$ cat src/rtl/branch_redirect_ctrl_pkg.sv
// Shared types and constants for the MEM-stage branch redirect controller.
package branch_redirect_ctrl_pkg;

  typedef enum logic [1:0] {
    ST_IDLE     = 2'd0,
    ST_REDIRECT = 2'd1,
    ST_DRAIN    = 2'd2
  } state_e;

  localparam int ADDR_W_DEF = 64;
  localparam int CNT_W_DEF  = 32;
  localparam int DRAIN_W    = 3;   // holds DRAIN_CYC up to 7

  function automatic logic br_take(input logic v, input logic b, input logic u, input logic z);
    return v & ((b & z) | u);
  endfunction

  function automatic logic br_resolve(input logic v, input logic b, input logic u);
    return v & (b | u);
  endfunction

endpackage

$ cat src/rtl/branch_redirect_ctrl_if.sv
// MEM-stage branch inputs and redirect/flush/statistics outputs.
interface branch_redirect_ctrl_if
  import branch_redirect_ctrl_pkg::*;
#(
  parameter int ADDR_W = ADDR_W_DEF,
  parameter int CNT_W  = CNT_W_DEF
);
  logic              mem_valid;
  logic              mem_branch;
  logic              mem_uncond;
  logic              mem_zero;
  logic [ADDR_W-1:0] mem_target;
  logic              stall;
  logic              pc_src;
  logic [ADDR_W-1:0] pc_target;
  logic              flush_ifid;
  logic              flush_idex;
  logic              flush_exmem;
  logic              busy;
  logic [CNT_W-1:0]  branch_count;
  logic [CNT_W-1:0]  taken_count;

  modport master (
    output mem_valid, mem_branch, mem_uncond, mem_zero, mem_target, stall,
    input  pc_src, pc_target, flush_ifid, flush_idex, flush_exmem, busy,
           branch_count, taken_count
  );

  modport slave (
    input  mem_valid, mem_branch, mem_uncond, mem_zero, mem_target, stall,
    output pc_src, pc_target, flush_ifid, flush_idex, flush_exmem, busy,
           branch_count, taken_count
  );
endinterface

$ cat src/rtl/branch_redirect_ctrl_event_counter.sv
// Free-running wrap counter; increments on enable, wraps modulo 2^CNT_W.
module event_counter #(
  parameter int CNT_W = 32
) (
  input  logic             i_clk,
  input  logic             i_reset,
  input  logic             i_en,
  output logic [CNT_W-1:0] o_count
);
  logic [CNT_W-1:0] r_count;

  always_ff @(posedge i_clk) begin
    if (i_reset)   r_count <= '0;
    else if (i_en) r_count <= r_count + 1'b1;
  end

  assign o_count = r_count;
endmodule

$ cat src/rtl/branch_redirect_ctrl.sv
// MEM-stage branch resolution: registered PC redirect, pipeline squash, drain window, stats.
module branch_redirect_ctrl
  import branch_redirect_ctrl_pkg::*;
#(
  parameter int ADDR_W    = ADDR_W_DEF,
  parameter int DRAIN_CYC = 2,
  parameter int CNT_W     = CNT_W_DEF
) (
  input  logic                  i_clk,
  input  logic                  i_reset,
  branch_redirect_ctrl_if.slave bus
);
  state_e              r_state;
  logic [DRAIN_W-1:0]  r_drain;
  logic                r_pc_src;
  logic                r_flush;
  logic                r_busy;
  logic [ADDR_W-1:0]   r_pc_target;

  logic w_take, w_resolve, w_eval;

  assign w_take    = br_take(bus.mem_valid, bus.mem_branch, bus.mem_uncond, bus.mem_zero);
  assign w_resolve = br_resolve(bus.mem_valid, bus.mem_branch, bus.mem_uncond);
  // Branches count only when the FSM actually evaluates them (idle, not stalled).
  assign w_eval    = (r_state == ST_IDLE) & ~bus.stall;

  always_ff @(posedge i_clk) begin
    if (i_reset) begin
      r_state     <= ST_IDLE;
      r_drain     <= '0;
      r_pc_src    <= 1'b0;
      r_flush     <= 1'b0;
      r_busy      <= 1'b0;
      r_pc_target <= '0;
    end else begin
      case (r_state)
        ST_IDLE: begin
          if (w_eval && w_take) begin
            r_pc_target <= bus.mem_target;
            r_state     <= ST_REDIRECT;
            r_pc_src    <= 1'b1;
            r_flush     <= 1'b1;
            r_busy      <= 1'b1;
          end
        end
        ST_REDIRECT: begin
          // Stalled redirect holds until the pipeline can accept it.
          if (!bus.stall) begin
            r_drain  <= DRAIN_W'(DRAIN_CYC);
            r_state  <= ST_DRAIN;
            r_pc_src <= 1'b0;
            r_flush  <= 1'b0;
          end
        end
        ST_DRAIN: begin
          if (!bus.stall) begin
            r_drain <= r_drain - 1'b1;
            if (r_drain == DRAIN_W'(1)) begin
              r_state <= ST_IDLE;
              r_busy  <= 1'b0;
            end
          end
        end
        default: begin
          r_state  <= ST_IDLE;
          r_pc_src <= 1'b0;
          r_flush  <= 1'b0;
          r_busy   <= 1'b0;
        end
      endcase
    end
  end

  event_counter #(.CNT_W(CNT_W)) u_branch_cnt (
    .i_clk   (i_clk),
    .i_reset (i_reset),
    .i_en    (w_eval & w_resolve),
    .o_count (bus.branch_count)
  );

  event_counter #(.CNT_W(CNT_W)) u_taken_cnt (
    .i_clk   (i_clk),
    .i_reset (i_reset),
    .i_en    (w_eval & w_take),
    .o_count (bus.taken_count)
  );

  assign bus.pc_src      = r_pc_src;
  assign bus.pc_target   = r_pc_target;
  assign bus.flush_ifid  = r_flush;
  assign bus.flush_idex  = r_flush;
  assign bus.flush_exmem = r_flush;
  assign bus.busy        = r_busy;
endmodule

$ cat src/flat_wrapper.sv
// flat-port wrapper written by rule: the top's interface ports become plain ports
module branch_redirect_ctrl_flat import branch_redirect_ctrl_pkg::*;
#(
  parameter int ADDR_W    = ADDR_W_DEF,
  parameter int DRAIN_CYC = 2,
  parameter int CNT_W     = CNT_W_DEF
)
  (i_clk, i_reset, bus_mem_valid, bus_mem_branch, bus_mem_uncond, bus_mem_zero, bus_mem_target, bus_stall, bus_pc_src, bus_pc_target, bus_flush_ifid, bus_flush_idex, bus_flush_exmem, bus_busy, bus_branch_count, bus_taken_count);
  branch_redirect_ctrl_if #(.ADDR_W(ADDR_W), .CNT_W(CNT_W)) bus_i ();
  input  logic i_clk;
  input  logic i_reset;
  input wire logic [$bits(bus_i.mem_valid)-1:0] bus_mem_valid;
  input wire logic [$bits(bus_i.mem_branch)-1:0] bus_mem_branch;
  input wire logic [$bits(bus_i.mem_uncond)-1:0] bus_mem_uncond;
  input wire logic [$bits(bus_i.mem_zero)-1:0] bus_mem_zero;
  input wire logic [$bits(bus_i.mem_target)-1:0] bus_mem_target;
  input wire logic [$bits(bus_i.stall)-1:0] bus_stall;
  output wire logic [$bits(bus_i.pc_src)-1:0] bus_pc_src;
  output wire logic [$bits(bus_i.pc_target)-1:0] bus_pc_target;
  output wire logic [$bits(bus_i.flush_ifid)-1:0] bus_flush_ifid;
  output wire logic [$bits(bus_i.flush_idex)-1:0] bus_flush_idex;
  output wire logic [$bits(bus_i.flush_exmem)-1:0] bus_flush_exmem;
  output wire logic [$bits(bus_i.busy)-1:0] bus_busy;
  output wire logic [$bits(bus_i.branch_count)-1:0] bus_branch_count;
  output wire logic [$bits(bus_i.taken_count)-1:0] bus_taken_count;
  assign bus_i.mem_valid = bus_mem_valid;
  assign bus_i.mem_branch = bus_mem_branch;
  assign bus_i.mem_uncond = bus_mem_uncond;
  assign bus_i.mem_zero = bus_mem_zero;
  assign bus_i.mem_target = bus_mem_target;
  assign bus_i.stall = bus_stall;
  assign bus_pc_src = bus_i.pc_src;
  assign bus_pc_target = bus_i.pc_target;
  assign bus_flush_ifid = bus_i.flush_ifid;
  assign bus_flush_idex = bus_i.flush_idex;
  assign bus_flush_exmem = bus_i.flush_exmem;
  assign bus_busy = bus_i.busy;
  assign bus_branch_count = bus_i.branch_count;
  assign bus_taken_count = bus_i.taken_count;
  branch_redirect_ctrl #(.ADDR_W(ADDR_W), .DRAIN_CYC(DRAIN_CYC), .CNT_W(CNT_W)) u_core (.i_clk(i_clk), .i_reset(i_reset), .bus(bus_i));
endmodule
$ cat config.mk
export PLATFORM = sky130hd
export DESIGN_NAME = branch_redirect_ctrl_flat
export DESIGN_NICKNAME = d
export VERILOG_FILES = /design/src/rtl/branch_redirect_ctrl_pkg.sv /design/src/rtl/branch_redirect_ctrl_if.sv /design/src/rtl/branch_redirect_ctrl_event_counter.sv /design/src/rtl/branch_redirect_ctrl.sv /design/src/flat_wrapper.sv
export SDC_FILE = /design/constraint.sdc
export NUM_CORES = 1
export LEC_CHECK = 0
export CELL_PAD_IN_SITES_DETAIL_PLACEMENT = 1
export CELL_PAD_IN_SITES_GLOBAL_PLACEMENT = 2
export CORE_MARGIN = 2
export CORE_UTILIZATION = 25
export DETAILED_ROUTE_END_ITERATION = 6
export PLACE_DENSITY_LB_ADDON = 0.1
export SYNTH_ARGS = -nofsm -noshare
export SYNTH_HDL_FRONTEND = slang
export SYNTH_SLANG_ARGS = --single-unit
$ cat constraint.sdc
create_clock -name i_clk -period 3.2 [get_ports i_clk]
set_input_delay 0.8 -clock i_clk [delete_from_list [all_inputs] [get_ports i_clk]]
set_output_delay 0.8 -clock i_clk [all_outputs]
set_load 0.01 [all_outputs]
==> summary.txt <==
Logic synthesis
  • Yosys cell types: 38
  • Syn Area/Cell: 8.09 sq um
  • Sequential share of the synthesized area: 47.0%
  • Asr flop ratio synth: 0%
  • Synthesis Warnings: 0
  • Mapped Cells: 711
  • Synthesized cell area: 5750 sq um
  • Synthesized flop and latch total: 135
  • Most used DFF post-synth: dfxtp_1
  • Post-synth EDFFs: 0
  • Synth Net Count: 786

Clock tree
  • H-tree depth: 4
  • Post-cts hold buffer count: 0
  • CTS resizes: 0
  • Longest Clk Path Bufs: 2
  • TritonCTS clock tree: built
  • # Post-CTS Setup Buffers: 0
  • Sink Count: 135
  • Clock transition at the registers of the reported paths: 60 ps
  • CTS buffer count: 17
  • Clk root buf: clkbuf_16
  • Clock latency on the worst-skew pair: 420 ps

Worst setup path
  • Worst EP required: 3540 ps
  • Setup crit end kind: flip-flop
  • CP Launch Type: input port
  • WP data arrival: 3120 ps
  • Crit Path Class: in -> reg
  • Crit path max fanout: 16

Floorplanning
  • Chip height: 156 um
  • Row count: 55
  • Die X: 156 um
  • Core Area: 22600 sq um
  • # IOs: 204
  • Effective utilization at floorplan: 25.4%
  • Die ar.: 24200 sq um

STA
  • Min Tclk post-route: 2780 ps
  • RSZ-0062 raised after global routing: false
  • Max Fclk: 359 MHz
  • Final setup fails: 0
  • Final max-slew violation count: 0
  • Tcrit/Tclk final: 87.0%
  • Slew @ Worst Pin: 763 ps
  • Slew HR: 49.1%
  • Setup_tns: 0 ps
  • Setup ws final: 417 ps
  • Clock Skew: 13.6 ps
  • Final-report hold violation count: 0

Final layout
  • Post-Layout Cell Count: 1195
  • Post-route cell area: 8700 sq um
  • Diode count: 0
  • Fillers: 2621
  • Post-layout net count: 972
  • Area Overhead vs Synth: 51.2%
  • Share of cells above drive strength 1: 6.59%

Place
  • Port Buffers: 203
  • Placed insts: 1163
  • Post-DP HPWL: 14300 um
  • Routability cong.: 0.776
  • Cell Area, Placed: 8090 sq um
  • Pre-CTS setup slack: -8.96 ps

Status
  • Status: completed

Global route
  • Initial antenna violation count: 0
  • Total global-route track usage: 16.7%
  • Largest net degree at the start of global routing: 68
  • Vias in the first global route: 6184
  • Gr ovfl total: 0
  • First-pass GRT wire length: 32400 um

Drt
  • Total Wirelength: 20300 um
  • Vias/cell: 4.93
  • Via Count: 5889
  • Initial DRC count: 212
  • Post-DRT Antenna Nets: 0
  • DRT Pass-1 Iters: 4
  • # DRC: 0
  • DR WL/cell: 17.0 um

Pwr
  • Worst vdd ir: 0.287 mV
  • Pleak: 2.85 nW
  • Cell Pwr Density: 475 nW/um^2
  • Pwr Total: 0.00413 W

Hold path
  • Hold WC Path Type: reg -> reg

Run
  • Max Cap Viol: 0
[synthesized netlist by cell type (all sizes together), types with 2 or more instances]
master / count / share of area [%]
nor4b: 3 / 0.46
clkbuf: 44 / 2.9
or4: 33 / 4.3
nor4: 7 / 0.76
and3: 10 / 1.1
dfxtp: 135 / 47
nand3: 20 / 1.7
a21o: 2 / 0.26
mux2: 4 / 0.78
nor2: 28 / 1.8
nor2b: 7 / 0.76
o31ai: 31 / 4.0
xnor2: 10 / 1.5
ha: 4 / 0.87
and2: 9 / 0.98
or3: 11 / 1.2
and4: 11 / 1.7
o21ai: 17 / 1.5
buf: 9 / 1.1
inv: 9 / 0.59
nand2: 155 / 10
nand4: 21 / 2.3
a21oi: 115 / 10
nor3: 2 / 0.17
xor2: 5 / 0.76
[registers in the layout (all words and copies together) (netlist names)]
| signal | cells |
|---|---|
| u_core.bus.pc_target | 64 |
| u_core.u_branch_cnt.o_count | 32 |
| u_core.u_taken_cnt.o_count | 32 |
| u_core.r_drain | 3 |
| u_core.r_state | 2 |
| u_core.bus.busy | 1 |
| u_core.bus.pc_src | 1 |
[through the flow]
step | utilization, % | hold WS (ps)
6_report | 38.4 | 456
5_1_grt | 38.4 | 466
4_1_cts | 38.4 | 459
3_5_place_dp | 35.7 | 450
3_3_place_gp | 35.7 | 442
2_1_floorplan | - | 471
[path summary, 6_finish.rpt]
| kind | cells after the start | end | start | slack, ps |
|---|---|---|---|---|
| hold / removal | 2 | u_core.bus.pc_target[32] | u_core.bus.pc_target[32] | 460 |
| hold reg to reg | 2 | u_core.bus.pc_target[32] | u_core.bus.pc_target[32] | 460 |
| setup reg to reg | 5 | u_core.u_taken_cnt.o_count[31] | u_core.r_state[0] | 740 |
| setup / recovery | 6 | u_core.u_taken_cnt.o_count[31] | bus_stall | 420 |
[report_power, final]
part | switching [W] | leakage, nW | total [W] | internal (W)
clock | 0.000809 | 0.289 | 0.00204 | 0.00123
sequential | 0.0000272 | 1.09 | 0.00175 | 0.00172
combinational | 0.000158 | 1.47 | 0.000346 | 0.000187
total | 0.000995 | 2.85 | 0.00413 | 0.00314
[layer usage]
layer  wire, um  share of wire, %  vias to the layer above  GRT usage [%]
li1           -                 -                     2885              -
met1       8650                43                     2852           19.2
met2      10000                50                      137           29.6
met3       1300               6.4                       15           5.69
met4        283               1.4                        0           4.41
met5          0                 0                        -              0
[worst max-delay path, cell delays in order]
cell,delay (ps)
clkdlybuf4s50_1,440
or4b_4,490
or4_1,530
buf_4,200
or4_1,500
a21oi_1,150
[kinds of logic after synthesis]
logic type                 synth area share [%]
and+or+nand+nor                            27.8
AOI/OAI and AO/OA                          16.7
DFF                                        47.0
buffers and inverters                      4.55
xor gates and xnor gates                   2.28
muxes                                     0.783
adders and majority gates                 0.870
[placed cells by master, fill, tap and decap left out, drive strengths merged, types with 2 or more instances in the layout]
| cell | Yosys | routed |
|---|---|---|
| nand3 | 20 | 20 |
| clkinvlp | 0 | 3 |
| or4 | 33 | 33 |
| clkinv | 0 | 8 |
| a21o | 2 | 2 |
| buf | 9 | 18 |
| and4 | 11 | 11 |
| clkbuf | 44 | 17 |
| nor2 | 28 | 28 |
| mux2 | 4 | 4 |
| nor4 | 7 | 7 |
| ha | 4 | 4 |
| xor2 | 5 | 5 |
| a21oi | 115 | 115 |
| nand4 | 21 | 21 |
| nand2 | 155 | 155 |
| o31ai | 31 | 31 |
| and2 | 9 | 9 |
| o21ai | 17 | 17 |
| nor2b | 7 | 7 |
| bufinv | 0 | 3 |
| dfxtp | 135 | 135 |
| and3 | 10 | 10 |
| nor3 | 2 | 2 |
| or3 | 11 | 11 |
| nor4b | 3 | 3 |
| clkdlybuf4s50 | 0 | 202 |
| xnor2 | 10 | 10 |
| inv | 9 | 10 |
[cell type report]
| type | instances | area, sq um | area share, % |
|---|---|---|---|
| multi-input cells | 514 | 2800 | 32.2 |
| flip-flops and latches | 135 | 2700 | 31.1 |
| repair buffers | 220 | 2190 | 25.2 |
| clock buffers | 17 | 425 | 4.89 |
| well taps | 285 | 357 | 4.10 |
| clock inverters | 15 | 180 | 2.07 |
| inverters | 9 | 33.8 | 0.388 |
Power figures use the tool's default switching activity.
